<file path="src/rtl/ntt_stream_ctrl.sv">
// Batch stream controller for an NTT core: waits a fixed preload delay, streams
// polynomial words from memory into the core, then writes results back (optionally bit-reversed).
module ntt_stream_ctrl #(
  parameter  int LOGN      = 10,
  parameter  int LOGQ      = 64,
  parameter  int LOGL      = 1,
  parameter  int BATCH_W   = 3,
  parameter  int RD_LAT    = 2,
  parameter  int START_DLY = 10,
  localparam int WL        = LOGN - LOGL,
  localparam int AW        = WL + BATCH_W,
  localparam int DW        = (2 ** LOGL) * LOGQ
) (
  input  logic               clk,
  input  logic               rst,
  input  logic               start,
  input  logic               intt,
  input  logic               btf_gs,
  input  logic [BATCH_W-1:0] npoly,
  input  logic               bitrev_wr,
  output logic               rd_en,
  output logic [AW-1:0]      rd_addr,
  input  logic [DW-1:0]      rd_data,
  output logic               core_start,
  output logic               core_intt,
  output logic               core_btf_gs,
  output logic               core_in_valid,
  output logic [DW-1:0]      core_din,
  input  logic               core_out_valid,
  input  logic [DW-1:0]      core_dout,
  output logic               wea,
  output logic [AW-1:0]      wr_addr,
  output logic [DW-1:0]      wr_data,
  output logic               busy,
  output logic               done,
  output logic               err
);

  localparam int DLY_W = (START_DLY > 1) ? $clog2(START_DLY) : 1;

  typedef enum logic [2:0] {S_IDLE, S_PRELOAD, S_STREAM, S_DRAIN, S_DONE} state_e;

  state_e             state_q, state_d;
  logic [DLY_W-1:0]   dly_q, dly_d;
  logic [AW-1:0]      rd_cnt_q, rd_cnt_d;
  logic [AW-1:0]      wr_cnt_q, wr_cnt_d;
  logic               wr_done_q, wr_done_d;
  logic [RD_LAT-1:0]  rd_pipe_q, rd_pipe_d;
  logic [BATCH_W-1:0] npoly_q, npoly_d;
  logic               intt_q, intt_d, btf_q, btf_d, bitrev_q, bitrev_d;
  logic               err_q, err_d;
  logic               start_acc, streaming, wr_acc;
  logic [AW-1:0]      last_addr;

  function automatic logic [WL-1:0] bit_reverse(input logic [WL-1:0] v);
    logic [WL-1:0] r;
    for (int k = 0; k < WL; k++) r[k] = v[WL-1-k];
    return r;
  endfunction

  assign start_acc = (state_q == S_IDLE) && start;
  assign streaming = (state_q == S_STREAM) || (state_q == S_DRAIN);
  // Writes beyond the batch or outside the streaming window are refused and flagged.
  assign wr_acc    = core_out_valid && streaming && !wr_done_q;
  assign last_addr = {npoly_q - BATCH_W'(1), {WL{1'b1}}};

  // NOTE: clocked blocks use non-blocking assignments only, so every flop samples pre-edge values.
  always_ff @(posedge clk or posedge rst) begin
    if (rst) state_q <= S_IDLE;
    else     state_q <= state_d;
  end

  always_comb begin
    state_d = state_q;
    case (state_q)
      S_IDLE:    if (start) state_d = S_PRELOAD;
      S_PRELOAD: if (dly_q == DLY_W'(START_DLY - 1)) state_d = S_STREAM;
      S_STREAM:  if (rd_cnt_q == last_addr) state_d = wr_done_d ? S_DONE : S_DRAIN;
      S_DRAIN:   if (wr_done_d) state_d = S_DONE;
      S_DONE:    state_d = S_IDLE;
      default:   state_d = S_IDLE;
    endcase
  end

  always_comb begin
    rd_en      = (state_q == S_STREAM);
    core_start = streaming;
    busy       = (state_q != S_IDLE);
    done       = (state_q == S_DONE);
  end

  assign rd_addr       = rd_cnt_q;
  assign core_in_valid = rd_pipe_q[RD_LAT-1];
  assign core_din      = rd_data;
  assign core_intt     = intt_q;
  assign core_btf_gs   = btf_q;
  assign wea           = wr_acc;
  assign wr_addr       = bitrev_q ? {wr_cnt_q[AW-1:WL], bit_reverse(wr_cnt_q[WL-1:0])} : wr_cnt_q;
  assign wr_data       = core_dout;
  assign err           = err_q;

  // NOTE: every _d gets its hold value first, so no branch can leave it unassigned and infer a latch.
  always_comb begin
    dly_d     = dly_q;
    rd_cnt_d  = rd_cnt_q;
    wr_cnt_d  = wr_cnt_q;
    wr_done_d = wr_done_q;
    npoly_d   = npoly_q;
    intt_d    = intt_q;
    btf_d     = btf_q;
    bitrev_d  = bitrev_q;
    err_d     = err_q;
    rd_pipe_d[0] = rd_en;
    for (int k = 1; k < RD_LAT; k++) rd_pipe_d[k] = rd_pipe_q[k-1];

    if (start_acc) begin
      dly_d     = '0;
      rd_cnt_d  = '0;
      wr_cnt_d  = '0;
      wr_done_d = 1'b0;
      npoly_d   = (npoly == '0) ? BATCH_W'(1) : npoly;
      intt_d    = intt;
      btf_d     = btf_gs;
      bitrev_d  = bitrev_wr;
      err_d     = 1'b0;
    end
    if (state_q == S_PRELOAD) dly_d = dly_q + DLY_W'(1);
    // Both address counters wrap to zero on their last word so they never leave {P-1, W-1}.
    if (rd_en) rd_cnt_d = (rd_cnt_q == last_addr) ? '0 : rd_cnt_q + AW'(1);
    if (wr_acc) begin
      if (wr_cnt_q == last_addr) begin
        wr_cnt_d  = '0;
        wr_done_d = 1'b1;
      end else begin
        wr_cnt_d  = wr_cnt_q + AW'(1);
      end
    end
    if (core_out_valid && !wr_acc) err_d = 1'b1;
  end

  always_ff @(posedge clk or posedge rst) begin
    if (rst) begin
      dly_q     <= '0;
      rd_cnt_q  <= '0;
      wr_cnt_q  <= '0;
      wr_done_q <= 1'b0;
      rd_pipe_q <= '0;
      npoly_q   <= '0;
      intt_q    <= 1'b0;
      btf_q     <= 1'b0;
      bitrev_q  <= 1'b0;
      err_q     <= 1'b0;
    end else begin
      dly_q     <= dly_d;
      rd_cnt_q  <= rd_cnt_d;
      wr_cnt_q  <= wr_cnt_d;
      wr_done_q <= wr_done_d;
      rd_pipe_q <= rd_pipe_d;
      npoly_q   <= npoly_d;
      intt_q    <= intt_d;
      btf_q     <= btf_d;
      bitrev_q  <= bitrev_d;
      err_q     <= err_d;
    end
  end

endmodule

</file>
<file path="config.mk">
export PLATFORM = sky130hd
export DESIGN_NAME = ntt_stream_ctrl
export DESIGN_NICKNAME = d
export VERILOG_FILES = /design/src/rtl/ntt_stream_ctrl.sv
export SDC_FILE = /design/constraint.sdc
export NUM_CORES = 1
export LEC_CHECK = 0
export ABC_AREA = 1
export CAP_MARGIN = 40
export CORE_AREA = 3 3 215 217
export CTS_CLUSTER_DIAMETER = 100
export DETAILED_ROUTE_END_ITERATION = 16
export DIE_AREA = 0 0 218 220
export REMOVE_ABC_BUFFERS = 1
export SLEW_MARGIN = 10
export SYNTH_ARGS = -nofsm -noshare
export SYNTH_HDL_FRONTEND = slang
export SYNTH_SLANG_ARGS = --single-unit
</file>
<file path="constraint.sdc">
create_clock -name clk -period 2.1 [get_ports clk]
set_clock_uncertainty 0.15 [all_clocks]
set_input_delay 0.63 -clock clk [delete_from_list [all_inputs] [get_ports clk]]
set_output_delay 0.63 -clock clk [all_outputs]
set_load 0.005 [all_outputs]
</file>
==> summary.log <==
[critical_path] Worst Reg-to-Reg Cells 12
[logic_synthesis] count of mapped cells out of synthesis 550
[logic_synthesis] Compound-Gate Fraction of Synth Area 0.0553
[clock_tree] CTS H-tree depth 2
[floorplan] die area 0.0480 mm²
[cells_and_area] final cell count without fillers 983
[logic_synthesis] library cell with the largest summed area after synthesis buf_4
[global_route] wire length of the first global-routing pass 87,100 µm
[placed_design] placed cell count 962
[logic_synthesis] ranking of synthesized cells by area buf_4 (46%), dfrtp_1 (24%), nand2_1 (7.6%), inv_1 (3.3%), o21ai_0 (2.5%)
[route] Via-to-Cell Ratio 3.71
[clock_tree] clock-pin slew of the registers on the worst-case setup and hold paths 70 ps
[floorplan] number of top-level design ports 555
[critical_path] crit-path most repeated cell buf_6
[sta] Tmin final 2070 ps
[global_route] via count of the first global-routing pass 3,010
[route] Final ANT Viol Nets 0
[clock_tree] number of buffers inserted by hold repair at cts 0
[logic_synthesis] number of enable flip-flop cells after synthesis 0
[flow_run] Maximum Capacitance Violations 0
[logic_synthesis] share of flip-flops with an asynchronous set or reset after synthesis 1.00
[route] vias post-DR 3,643
[logic_synthesis] area fraction of the dominant cell type after synthesis 0.463
[logic_synthesis] main combinational cell family by area after synthesis buffers and inverters
[sta] Final Hold Viols 0
[sta] final setup fails 0
[hold_path] worst hold stages 0
[cells_and_area] share of post-route cells with drive strength above 1 0.282
[critical_path] Crit path arrival time 1290 ps
[route] count of unresolved DRC violations after routing 0
[power] Net Switching 0.000727 W
[power] cell internal pwr 0.00156 W
[logic_synthesis] xor and xnor fraction of the mapped netlist area 0.0290
[clock_tree] TritonCTS sink count 41
[global_route] pin count of the biggest net entering global routing 42
[cells_and_area] count of fill cells added during filler insertion 5,214
[floorplan] number of standard-cell rows in the floorplan 77
[clock_tree] root buf cell clkbuf_16
[clock_tree] buffer depth of the longest clock path 2
[logic_synthesis] adder and majority gate portion of the synthesized area 0.0148
[logic_synthesis] Post-Synthesis Mean Instance Area 7.69 µm²
[logic_synthesis] most common cell in the netlist buf_4
[route] amount of wire on met2 after detailed routing 39,900 µm
[sta] share of the clock period used by the worst path 0.984
[route] length of routed wiring on met1 7980 µm
[run_status] run status complete, no violations
[logic_synthesis] multiplexer share of the synthesized area 0
[logic_synthesis] post-synthesis cell type count 32
[critical_path] FF-to-FF End state_q[1]
[cells_and_area] layout-stage area growth over the synthesis result -3.05%
[logic_synthesis] share of synthesized area occupied by flip-flops and latches 0.242
[hold_path] classification of the worst-slack hold path reg -> reg
[critical_path] delay-heaviest family, CP buffers and inverters
[sta] setup repair after global routing missed its margin true
[sta] upper clock frequency limit 484 MHz
[critical_path] Slowest cell on crit path dfrtp_2
[critical_path] category of the most critical setup path reg -> out
[power] net switching fraction of the power 0.319
[logic_synthesis] predominant post-synthesis flop cell dfrtp_1
[power] clock network power share 0.364
[clock_tree] insertion delay to the later sink of the worst-skew pair 290 ps
[hold_path] startpoint of the lowest-slack hold path rd_pipe_q[0]
[critical_path] origin of the critical flop-to-flop path npoly_q[0]
[power] Sequential Power Share 0.406
[power] Power Dens Cells 556 mW/mm²
[route] Initial DRC Count 422
[route] Routed wire per std cell 82.2 µm
[route] detailed-routing iteration count for the pre-antenna-repair pass 4
[logic_synthesis] top cells by count, synth buf_4 (261), nand2_1 (86), dfrtp_1 (41)
[critical_path] crit path launch type flop
[clock_tree] number of buffers created by CTS 5
[floorplan] die width 218 µm
[critical_path] flop-to-flop setup slack 100 ps
[power] combinational power share 0.230
[hold_path] Hold Path End rd_pipe_q[1]
[logic_synthesis] number of synthesis warnings 0
[sta] final-report max-slew violation count 0
[floorplan] die height 220 µm
[critical_path] CP Max Fanout 3
[clock_tree] clock tree from TritonCTS done
[cells_and_area] total number of nets in the final design 660
[global_route] Congestion Overflow GR 0
[logic_synthesis] post-synthesis register bit count 41
[sta] measured slew at the worst slew-check pin 440 ps
[critical_path] buffers plus inverters on the worst setup path 4
[sta] total negative slack 0 ps
[route] highest layer used for signal routing met5
[global_route] initial antenna violation count 0
[sta] worst-case headroom to the max-slew limit 0.705
[placed_design] HPWL Detailed 78,300 µm
[global_route] gr usage total 0.325
[power] leakage 1.68 nW
[power] highest ir drop seen on vdd 0.000259 V
[critical_path] category of the worst setup path capture point output pin
[logic_synthesis] fraction of the mapped netlist area in simple logic gates 0.158
[power] Tot Pwr 0.00228 W
[placed_design] number of buffers inserted by port buffering 42
[logic_synthesis] summed instance area of the synthesized netlist 0.00423 mm²
[route] total length of routed met3 wires 24,500 µm
[floorplan] initial core utilization 0.0955
[placed_design] global placement routability congestion 1.31
[critical_path] crit-path max cell delay 410 ps
[route] routed wire length 80,800 µm
[floorplan] area of the core 0.0443 mm²
[critical_path] worst path required time 1320 ps
[critical_path] cell breakdown of the critical path buf_6, buf_6, o21ai_2, buf_6, buf_6
==> stage by stage <==
stage	utilization	hold WS (ps)	instance area (µm²)	setup slack, ps
detailed placement	0.0847	196	3750	-535
global route	0.0925	228	4100	-29.4
finish	0.0926	217	4100	32.9
global placement	0.0847	187	3750	-529
floorplan	-	181	2270	314
CTS	0.0900	223	3990	-31.1
==> cell usage in the layout (no fill, tap or decap), types with 2 or more instances in the layout <==
cell,netlist,routed
nor2_2,4,4
xor2_1,10,10
nand2_1,86,82
buf_6,0,8
buf_12,0,2
dfrtp_2,0,9
inv_6,0,2
xnor2_1,4,4
dlygate4sd2_1,0,8
inv_1,37,36
nor3_1,5,4
buf_2,0,8
nand3_1,16,16
dlymetal6s2s_1,0,3
nor2_4,3,4
ha_1,5,4
clkdlybuf4s50_1,0,20
nand2_2,1,5
nor3_2,2,2
o21ai_1,0,2
clkdlybuf4s15_1,0,2
clkbuf_16,0,5
dfrtp_1,41,32
buf_4,261,43
o22ai_1,13,13
nand4_1,4,4
o21ai_0,21,13
inv_2,2,3
o21ai_4,0,5
a21oi_1,3,2
nor3b_1,2,2
nor2_1,18,17
==> timing repair <==
action / CTS / global route
buffers inserted: 13 / 5
pin swaps: 4 / 4
gates cloned: 0 / 0
gates resized for setup: 78 / 23
setup endpoints to repair: 20 / 20
==> routing by layer <==
| metal | vias up | GRT usage |
|---|---|---|
| met3 | 128 | 0.481 |
| met1 | 1406 | 0.0807 |
| met5 | - | 0.151 |
| met2 | 953 | 0.572 |
| li1 | 1138 | - |
| met4 | 18 | 0.239 |
==> cell type report <==
cell class | instances | area [µm²] | area share
multi-input combinational | 206 | 1190 | 0.290
inverter | 41 | 156 | 0.0381
sequential | 41 | 1040 | 0.253
antenna | 1 | 2.50 | 0.000610
tap | 592 | 741 | 0.181
clock buffer | 5 | 125 | 0.0305
clock inverter | 3 | 28.8 | 0.00701
timing repair buffer | 94 | 821 | 0.200
==> worst register-to-register path, delay by kind of cell, from the launching register on <==
kind	cells	cell delay (ps)
buffers and inverters	3	330
adder cells (fa/ha/maj)	1	220
flip-flops	1	390
AND/OR/NAND/NOR	8	860
==> power groups by stage <==
stage | clock (W) | sequential [W] | combinational, W
2_1_floorplan | 0 | 0.000926 | 0.000206
5_1_grt | 0.000893 | 0.000938 | 0.000571
3_5_place_dp | 0 | 0.000935 | 0.000561
4_1_cts | 0.000866 | 0.000920 | 0.000512
3_3_place_gp | 0 | 0.000932 | 0.000559
6_report | 0.000830 | 0.000926 | 0.000526
==> worst max-delay path by stage <==
stage | from | endpoint | depth (start not counted)
floorplan | npoly_q[0] | rd_addr[9] | 11
global placement | core_out_valid | wea | 4
detailed placement | core_out_valid | wea | 4
CTS | bitrev_q | wr_addr[0] | 6
finish | bitrev_q | wr_addr[0] | 5
global route | bitrev_q | wr_addr[0] | 5
==> flip-flops by register name, summed over array words and instances (netlist names) <==
| register | cells |
|---|---|
| core_btf_gs | 1 |
| wr_cnt_q | 12 |
| npoly_q | 3 |
| err | 1 |
| bitrev_q | 1 |
| rd_addr | 12 |
| state_q | 3 |
| core_intt | 1 |
| wr_done_q | 1 |
| dly_q | 4 |
| rd_pipe_q | 2 |
==> logic make-up after synthesis <==
group / count (synthesis)
AOI/OAI and AO/OA: 41
xor gates and xnor gates: 14
adders and majority gates: 5
buffers and inverters: 303
DFF: 41
and+or+nand+nor: 146
Note: power is estimated with default switching activity, not from simulation.
